File: src/rtl/nrzi_tx.sv
// nrzi_tx -- parallel-to-serial NRZI line encoder.
//
// Accepts bytes over a valid/ready handshake into a one-entry holding buffer,
// serializes them LSB first, and NRZI-encodes each bit: a 0 bit toggles the
// line, a 1 bit holds it. Each bit lasts CLKS_PER_BIT clk cycles. A byte
// waiting in the buffer is loaded at the end of the previous byte's last bit,
// so streamed bytes are sent back to back without gap cycles.
//
// Build option: define NRZI_TX_STUFF_EN to insert one stuffed 0 bit after
// every run of six consecutive data 1 bits. The run is counted across byte
// boundaries. Without the macro, every byte takes exactly 8 bit periods.
//
// Parameters:
//   CLKS_PER_BIT  clk cycles per serial bit period (>= 1)
//   IDLE_LEVEL    line_out level after reset
//
// Ports:
//   clk       system clock
//   rst       asynchronous active-high reset
//   tx_data   byte to transmit
//   tx_valid  tx_data is valid
//   tx_ready  holding buffer is empty and can accept a byte
//   line_out  NRZI-encoded serial line
//   line_oe   high while bits are being driven
//   busy      a byte is in the shifter or the buffer, or a stuff bit is pending
module nrzi_tx #(
  parameter int unsigned CLKS_PER_BIT = 4,
  parameter logic        IDLE_LEVEL   = 1'b1
) (
  input  logic       clk,
  input  logic       rst,
  input  logic [7:0] tx_data,
  input  logic       tx_valid,
  output logic       tx_ready,
  output logic       line_out,
  output logic       line_oe,
  output logic       busy
);

  localparam int unsigned TW = (CLKS_PER_BIT > 1) ? $clog2(CLKS_PER_BIT) : 1;
  localparam logic [TW-1:0] T_LAST = TW'(CLKS_PER_BIT - 1);

`ifdef NRZI_TX_STUFF_EN
  typedef enum logic [1:0] {IDLE, SEND, STUFF} state_t;
`else
  typedef enum logic {IDLE, SEND} state_t;
`endif

  state_t          state_q, state_d;
  logic [7:0]      buf_q, buf_d;
  logic            buf_full_q, buf_full_d;
  // Bit 0 goes straight from the buffer to the line at load time, so the
  // shifter only keeps the remaining seven bits.
  logic [6:0]      shift_q, shift_d;
  logic [2:0]      idx_q, idx_d;
  logic [TW-1:0]   timer_q, timer_d;
  logic            line_q, line_d;
  logic            oe_q, oe_d;
`ifdef NRZI_TX_STUFF_EN
  logic [2:0]      ones_q, ones_d;
  logic            stuff_go;
`endif

  logic bit_end, boundary, load, advance, start, go_idle, nbit;

  // State register
  always_ff @(posedge clk or posedge rst) begin
    if (rst) begin
      state_q    <= IDLE;
      buf_q      <= '0;
      buf_full_q <= 1'b0;
      shift_q    <= '0;
      idx_q      <= '0;
      timer_q    <= '0;
      line_q     <= IDLE_LEVEL;
      oe_q       <= 1'b0;
`ifdef NRZI_TX_STUFF_EN
      ones_q     <= '0;
`endif
    end else begin
      state_q    <= state_d;
      buf_q      <= buf_d;
      buf_full_q <= buf_full_d;
      shift_q    <= shift_d;
      idx_q      <= idx_d;
      timer_q    <= timer_d;
      line_q     <= line_d;
      oe_q       <= oe_d;
`ifdef NRZI_TX_STUFF_EN
      ones_q     <= ones_d;
`endif
    end
  end

  // Next-state and datapath
  always_comb begin
    state_d    = state_q;
    buf_d      = buf_q;
    buf_full_d = buf_full_q;
    shift_d    = shift_q;
    idx_d      = idx_q;
    timer_d    = timer_q;
    line_d     = line_q;
    oe_d       = oe_q;
`ifdef NRZI_TX_STUFF_EN
    ones_d     = ones_q;
    stuff_go   = 1'b0;
`endif
    boundary   = 1'b0;
    load       = 1'b0;
    advance    = 1'b0;
    start      = 1'b0;
    go_idle    = 1'b0;
    nbit       = 1'b0;

    bit_end = (timer_q == T_LAST);

    if (state_q != IDLE) begin
      timer_d = bit_end ? '0 : timer_q + TW'(1);
    end

    case (state_q)
      IDLE: load = buf_full_q;
      SEND: begin
        if (bit_end) begin
          boundary = 1'b1;
`ifdef NRZI_TX_STUFF_EN
          if (ones_q == 3'd6) begin
            stuff_go = 1'b1;
            boundary = 1'b0;
          end
`endif
        end
      end
`ifdef NRZI_TX_STUFF_EN
      STUFF: boundary = bit_end;
`endif
      default: ;
    endcase

    // End of a data or stuff bit period: next bit, next byte, or idle.
    if (boundary) begin
      if (idx_q != 3'd7) begin
        advance = 1'b1;
      end else if (buf_full_q) begin
        load = 1'b1;
      end else begin
        go_idle = 1'b1;
      end
    end

    if (load) begin
      shift_d    = buf_q[7:1];
      idx_d      = '0;
      nbit       = buf_q[0];
      buf_full_d = 1'b0;
      start      = 1'b1;
    end else if (advance) begin
      shift_d = {1'b0, shift_q[6:1]};
      idx_d   = idx_q + 3'd1;
      nbit    = shift_q[0];
      start   = 1'b1;
    end

    if (start) begin
      state_d = SEND;
      timer_d = '0;
      oe_d    = 1'b1;
      line_d  = nbit ? line_q : ~line_q;
`ifdef NRZI_TX_STUFF_EN
      ones_d  = nbit ? ones_q + 3'd1 : '0;
`endif
    end

`ifdef NRZI_TX_STUFF_EN
    if (stuff_go) begin
      state_d = STUFF;
      timer_d = '0;
      line_d  = ~line_q;
      ones_d  = '0;
    end
`endif

    if (go_idle) begin
      state_d = IDLE;
      timer_d = '0;
      oe_d    = 1'b0;
`ifdef NRZI_TX_STUFF_EN
      ones_d  = '0;
`endif
    end

    if (tx_valid && !buf_full_q) begin
      buf_d      = tx_data;
      buf_full_d = 1'b1;
    end
  end

  // Outputs
  always_comb begin
    tx_ready = ~buf_full_q;
    busy     = (state_q != IDLE) | buf_full_q;
    line_out = line_q;
    line_oe  = oe_q;
  end

endmodule

File: config.mk
export PLATFORM = sky130hd
export DESIGN_NAME = nrzi_tx
export DESIGN_NICKNAME = d
export VERILOG_FILES = /design/src/rtl/nrzi_tx.sv
export SDC_FILE = /design/constraint.sdc
export NUM_CORES = 1
export LEC_CHECK = 0
export CAP_MARGIN = 20
export CORE_ASPECT_RATIO = 1.75
export CORE_UTILIZATION = 35
export CTS_BUF_LIST = sky130_fd_sc_hd__clkbuf_8
export DETAILED_ROUTE_END_ITERATION = 8
export PLACE_DENSITY = 0.55
export SLEW_MARGIN = 40
export SYNTH_ARGS = -nofsm -noshare
export SYNTH_HDL_FRONTEND = slang
export SYNTH_SLANG_ARGS = --single-unit
export TNS_END_PERCENT = 5
File: constraint.sdc
create_clock -name clk -period 4.91 [get_ports clk]
set_input_delay 1.2275 -clock clk [delete_from_list [all_inputs] [get_ports clk]]
set_output_delay 1.2275 -clock clk [all_outputs]
set_load 0.05 [all_outputs]
; ---- After elaboration in Yosys (flattened, before gate mapping)
; Cells that the tools add are included.
; Widths: inputs -> output; s select.
[op_classes]
add_sub_neg = 2
multipliers = 0
div = 0
n_lt_le_gt_ge = 0
eq_ne = 2
shifts = 0
n_mux = 27
bitwise_logic = 4
reduce_logical = 7
[ops]
columns = cell, n
row1 = $mux 1, 19
row2 = $mux 7, 2
row3 = $mux 2, 4
row4 = $mux 3, 2
row5 = $reduce_bool 2->1, 3
row6 = $add 3x1->3 const B, 1
row7 = $ne 3x3->1 const B, 1
row8 = $not 1->1, 3
row9 = $reduce_bool 3->1, 1
row10 = $add 2x1->2 const B, 1
row11 = $eq 2x2->1 const B, 1
row12 = $reduce_and 2->1, 1
row13 = $logic_and 1x1->1, 1
row14 = $logic_not 1->1, 1
row15 = $or 1x1->1, 1
[totals]
regBits = 23
latchBits = 0
mem_bits_rw = 0
romBits = 0
input_bits = 11
mem_count = 0

; ---- Depth between registers and ports, before layout
; Gate-level depths: netlist (run 1).
[depth]
word_depth = 8
mapped_depth = 6

; ---- Least setup slack after synthesis (run 1)
; OpenSTA, ideal clock, no wires.
[synth_path]
path_kind = register -> output
startpoint = register, netlist name line_oe
endpoint = output busy
arrival_time_ns = 1.185
path_slack_ns = 2.498
path_stages_with_launch = 3
path_buffers = 0
path_cell_list = dfrtp_1 nor2_1 inv_1
[synth_lines]
columns = item, line
row1 = "end, declared", 37  ; output logic busy

; ---- Worst setup path after layout (run 1)
[layout_path]
startpoint = register buf_full_q
endpoint = output busy
[layout_between]
elab_chain_cells = 1
[layout_lines]
columns = item, line
row1 = "start, declared", 51  ; logic buf_full_q, buf_full_d;
row2 = "start signal, assigned", 83  ; buf_full_q <= buf_full_d;
row3 = $or 1x1->1, 202  ; busy = (state_q != IDLE) | buf_full_q;
; Every way passes these cells.

==> impl_results.md, run 1 <==
* Port bufs at 14
* Final HPWL from detailed placement at 1.30 mm
* Min-Delay Path Class: register to register
* Pwr Density at 519 nW/um2
* Unrepaired setup endpoints after global routing: false
* Initial DRC count at 7
* FP Rows at 26
* Worst Reg-to-Reg Cells at 5
* EDFF count, synth at 0
* Die Y at between 70 and 80 um
* Sw Pwr at around 0.00021 W
* Most common cell after layout, fill and taps aside: dfrtp_1
* Max H-tree Level at 1
* CTS sink count at 23
* Diode count at 0
* Pleak at slightly above 0.6 nW
* Final Util at between 40% and 50%
* Register area share after synthesis at 52.5%
* First-pass DRT Iterations at 4
* Worst Setup End Kind: output pin
* Routed wire length at 1.77 mm
* Cts hold-fix bufs at 0
* Async set-reset flop share out of synthesis at 100%
* Post-CTS setup buffers at 0
* Io pins at 15
* Setup Skew at ~3 ps
* Drc violations at 0
* Reg-to-Reg End: shift_q[1]
* Slew at the pin with the worst max-slew slack at ~730 ps
* Vias post-DR at just under 700
* Final Power at just under 0.0007 W
* Crit-path max FO at 9
* Yosys warns at 0
* CTS tree: yes
* Setup TNS at 0 ps
* Largest net degree at the start of global routing at 24
* Final Hold Viols at 0
* Max Cap Viol at 0
* Hold depth at 1
* Num CTS Buffers at 3
* Synth Instances at 84
* CP startpoint kind: register
* Area Overhead vs Synth at 19.8%
* RR Startpoint: idx_q[0]
* Most frequent cells in the layout: 22 x dfrtp_1, 14 x clkdlybuf4s50_1, 13 x mux2_2
* Core area at approximately 3000 um2
* Seq pwr share at a little under half
* CTS resizes at 0
* Number of global-route vias before repair at between 600 and 700
* Critical path required time at roughly 3700 ps
* GRT Total Usage at about 12%
* Final Critical Period at approximately 3000 ps
* Setup ws final at around 1900 ps
* Die width at around 44 um
* Final ANT Viol Nets at 0
* Count of different cell masters after synthesis at 30
* Grt ovf at 0
* Initial antenna violation count at 0
* Endpoint, Worst Hold: buf_q[6]
* Worst VDD drop at around 250 uV
* Crit Path Class: register to output pin
* Fillers at roughly 280
* Vias/cell at between 4 and 5
* Synthesized cell area at between 1000 and 1500 um2
* FF+latch count, synth at 23
* FF-to-FF setup slack at 3060 ps
* Min-delay src: buf_q[6]
* Max_slew headroom at between 50% and 60%
* Place WS at 2050 ps
* Clk network pwr share at between 15 and 20%
* Syn nets at 99
* # setup viols final at 0
* Clock buffer depth at 2
* Nets at ~120
* Final GP Congestion at 0.647
* Layout cells sized above 1 at 26.3%
* Clock Latency Late Sink at 260 ps
* Pins Over Slew Limit at 0
* Fin crit share at between 60% and 70%
* FMAX at ~330 MHz
* Reg clk slew, reported paths at 80 ps
* Main synth FF type: dfrtp_1
* Sw Ratio at a little under a third
* Critical path arrival at between 1500 and 2000 ps
* Logic pwr share at 35.8%
* Global-route wire length before repair at around 3 mm
* Clk root buf: clkbuf_8
* Routed WL per cell at between 10 and 15 um
* Average size of a mapped cell at 13.1 um2
* Internal Power at ~0.00047 W
* Starting Density at 37.1%
* Die area at ~3400 um2
* Status: completed
routing by layer:
| layer | vias to the layer above | GRT usage, % | routed length (um) |
|---|---|---|---|
| met1 | 337 | 14.3 | 731 |
| met3 | 2 | 1.42 | 34 |
| met2 | 10 | 20.6 | 974 |
| met4 | 0 | 5.45 | 25 |
| li1 | 328 | - | - |
| met5 | - | 0 | 0 |
kinds of logic after synthesis:
| family | synth area share, % |
|---|---|
| simple gates | 8.77 |
| mux | 22.6 |
| compound gates | 7.97 |
| buf+inv | 2.85 |
| flops | 52.5 |
| xor+xnor | 0.797 |
| fa+ha+maj | 4.56 |
synthesized netlist by cell type (2+ instances only):
| cell | instances | share of area (%) |
|---|---|---|
| nand2_1 | 3 | 1.0 |
| dfrtp_1 | 22 | 50 |
| mux2_4 | 4 | 5.5 |
| mux2_2 | 13 | 13 |
| mux2i_1 | 3 | 2.7 |
| inv_1 | 3 | 1.0 |
| o21ai_0 | 2 | 0.91 |
| nand3_1 | 2 | 0.91 |
| ha_1 | 4 | 4.6 |
| nor2_1 | 8 | 2.7 |
through the flow:
step                      instance area [um2]  hold slack [ps]  cells
after floorplan                          1100              459     84
after global placement                   1270              480    137
after detailed placement                 1270              492    137
after CTS                                1320              510    141
after global routing                     1320              525    141
final                                    1320              506    141
sequential cells by signal, indices dropped and copies added (netlist names):
register and cells:
buf_q 8, shift_q 7, idx_q 3, timer_q 2, buf_full_q 1, line_oe 1, line_out 1
area by class of cell:
| type | count | area, um2 | share of cell area, % |
|---|---|---|---|
| inverters | 3 | 11.3 | 0.856 |
| flip-flops and latches | 23 | 577 | 43.8 |
| multi-input cells | 55 | 490 | 37.3 |
| clock inverters | 1 | 3.75 | 0.285 |
| repair buffers | 14 | 140 | 10.6 |
| well taps | 42 | 52.6 | 3.99 |
| clock buffers | 3 | 41.3 | 3.14 |
power by group through the flow:
| stage | Sequential, W | Clock (W) | Combinational [W] |
|---|---|---|---|
| 6_report | 0.000325 | 0.000113 | 0.000244 |
| 5_1_grt | 0.000336 | 0.000124 | 0.000273 |
| 4_1_cts | 0.000326 | 0.000118 | 0.000249 |
| 3_5_place_dp | 0.000331 | 0 | 0.000248 |
| 3_3_place_gp | 0.000325 | 0 | 0.000240 |
| 2_1_floorplan | 0.000327 | 0 | 0.000199 |
critical path, cell delays in order (launching register included):
cell and delay [ps]:
dfrtp_1 520, nor2_1 130, inv_1 70, clkdlybuf4s50_1 790
worst max-delay path by stage:
stage / from / end / slack, ps
after global placement: tx_valid / buf_q[0] / 2070
after CTS: buf_full_q / busy / 1900
after global routing: buf_full_q / busy / 1860
after detailed placement: tx_valid / buf_q[1] / 2050
after floorplan: line_oe / busy / 2500
final: buf_full_q / busy / 1920
Power figures use the tool's default switching activity.
==> run 2, diff against run 1 <==
Clock period 4.91 ns to 2.88 ns, I/O delays scaled along.
==> run 2 against run 1 <==
  * Power grew 72%
  * Cell area increased by 1.1%
  * Register-to-register slack got worse by 2000 ps
  * Sequential power rose by 70%
  * Highest routed layer unchanged
==> impl_results.md, run 2 (synthesis gave the netlist of run 1 again) <==
* Status: completed
* Non-Filler Instances at 143 (+1.4%)
* Max H-tree Level at 1 (unchanged)
* Starting Density at 37.1% (unchanged)
* Final Util at 45.0% (+0.51 points)
* Clock buffer depth at 2 (unchanged)
* FF-to-FF setup slack at 1040 ps (-2020 ps)
* Most frequent cells in the layout: 22 x dfrtp_1, 14 x clkdlybuf4s50_1, 13 x mux2_2
* Biggest register: buf_q
* Area Overhead vs Synth at 21.2%
* Pleak at 0.617 nW (+1.9%)
* Diode count at 0 (unchanged)
* Initial antenna violation count at 0 (unchanged)
* Critical path arrival at 1750 ps (-20 ps)
* GRT Total Usage at 13.5% (+1.4 points)
* Logic pwr share at 35.9% (about the same)
* Setup TNS at 0 ps (unchanged)
* Hold WS at 508 ps (+1.78 ps)
* Largest registers: buf_q (8), shift_q (7), idx_q (3)
* Final Critical Period at ~2500 ps
* Place WS at 703 ps (-1350 ps)
* # setup viols final at 0 (unchanged)
* Clk root buf: clkbuf_8
* CTS resizes at 0 (unchanged)
* Unrepaired setup endpoints after global routing: false
* Die width at 44.4 um (unchanged)
* Endpoint, Worst Hold: shift_q[3]
* Vias post-DR at 672 (-0.74%)
* Clk network pwr share at 16.9% (+0.3 points)
* Final GP Congestion at 0.689 (+6.6%)
* CTS sink count at 23 (unchanged)
* Worst Setup End Kind: output pin
* Hold depth at 1 (unchanged)
* Cell count after placement at 139 (+1.5%)
* Pwr Density at 881 nW/um2 (+70%)
* Initial DRC count at 15 (+8)
* Fin crit share at a little under nine tenths
* Port bufs at 14 (unchanged)
* Final HPWL from detailed placement at 1.34 mm (+2.4%)
* Global-route wire length before repair at 3.33 mm (+8.5%)
* Setup ws final at 409 ps (-1510 ps)
* Final ANT Viol Nets at 0 (unchanged)
* Sw Ratio at 31.2% (+0.30 points)
* Pins Over Slew Limit at 0 (unchanged)
* CP startpoint kind: register
* RR Startpoint: idx_q[0]
* Max reg flops at 8 (unchanged)
* First-pass DRT Iterations at 3 (-1)
* Layout cells sized above 1 at 26.7% (+0.47 points)
* Internal Power at 0.000807 W (+71%)
* Grt ovf at 0 (unchanged)
* Reg clk slew, reported paths at 80 ps (about the same)
* Worst VDD drop at 457 uV (+80%)
* Num CTS Buffers at 3 (unchanged)
* Nets at 117 (+1.7%)
* Slew at the pin with the worst max-slew slack at 491 ps (-242 ps)
* Min-Delay Path Class: register to register
* Crit-path max FO at 9 (unchanged)
* Max_slew headroom at 67.2% (+16 points)
* Crit Path Class: register to output pin
* Biggest cell delay along the critical path at 790 ps (about the same)
* Critical path required time at 2160 ps (-1520 ps)
* Number of global-route vias before repair at 735 (+7.8%)
* CP cell instances: nor2_1 > inv_1 > clkdlybuf4s50_1
* Most common cell after layout, fill and taps aside: dfrtp_1
* Post-CTS setup buffers at 0 (unchanged)
* Clock Latency Late Sink at 260 ps (about the same)
* Worst Reg-to-Reg Cells at 5 (unchanged)
* Routed wire length at 1.86 mm (+5.2%)
* FMAX at between 400 and 500 MHz
* Routed WL per cell at 13.0 um (+3.7%)
* Sw Pwr at 0.000366 W (+73%)
* Vias/cell at 4.70 (-2.1%)
* Io pins at 15 (unchanged)
* Largest net degree at the start of global routing at 24 (unchanged)
* Die Y at 76.1 um (unchanged)
* Seq pwr share at 47.3% (-0.4 points)
* Setup Skew at 1.38 ps (-1.63 ps)
* Max Cap Viol at 0 (unchanged)
* Reg-to-Reg End: shift_q[1]
* Min-delay src: buf_q[4]
* Worst path slowest cell: clkdlybuf4s50_1
* Cts hold-fix bufs at 0 (unchanged)
* Die area at 3380 um2 (unchanged)
* Drc violations at 0 (unchanged)
* FP Rows at 26 (unchanged)
* Final Hold Viols at 0 (unchanged)
* CTS tree: yes
* Core area at 2960 um2 (unchanged)
[run 2: worst max-delay path by stage]
stage / endpoint / startpoint / slack [ps] / cells after the start
after CTS: busy / buf_full_q / 400 / 3
after floorplan: busy / line_oe / 980 / 2
final: busy / buf_full_q / 410 / 3
after detailed placement: busy / buf_full_q / 700 / 3
after global placement: busy / buf_full_q / 710 / 3
after global routing: busy / buf_full_q / 340 / 3
[run 2: stage by stage]
| step | power, W | cell area [um2] |
|---|---|---|
| floorplan | 0.000896 | 1100 |
| global placement | 0.000973 | 1290 |
| detailed placement | 0.000991 | 1290 |
| CTS | 0.00119 | 1330 |
| global route | 0.00126 | 1330 |
| finish | 0.00117 | 1330 |
[run 2: power by group through the flow]
stage	Sequential, W	Clock [W]	Combinational (W)
6_report	0.000554	0.000198	0.000420
5_1_grt	0.000573	0.000218	0.000472
4_1_cts	0.000557	0.000204	0.000429
3_5_place_dp	0.000565	0	0.000426
3_3_place_gp	0.000556	0	0.000416
2_1_floorplan	0.000557	0	0.000339
[run 2: metal layers]
metal  wire (um)  GRT usage, %  vias to the layer above
met5           0             0                        -
met4          42          8.18                        0
met3          32          2.13                        4
met2        1020          22.1                       10
met1         758          15.7                      333
li1            -             -                      325
[run 2: layout make-up]
cell class	instances	area, um2
flip-flops and latches	23	577
clock buffers	3	41.3
clock inverters	1	3.75
fillers	285	1630
well taps	42	52.6
inverters	3	11.3
repair buffers	16	155
multi-input cells	55	490
[run 2: critical path: cells and delay by family, from the launching register on]
family	cells	cell delay [ps]
DFF	1	510
and+or+nand+nor	1	130
buffers and inverters	2	860
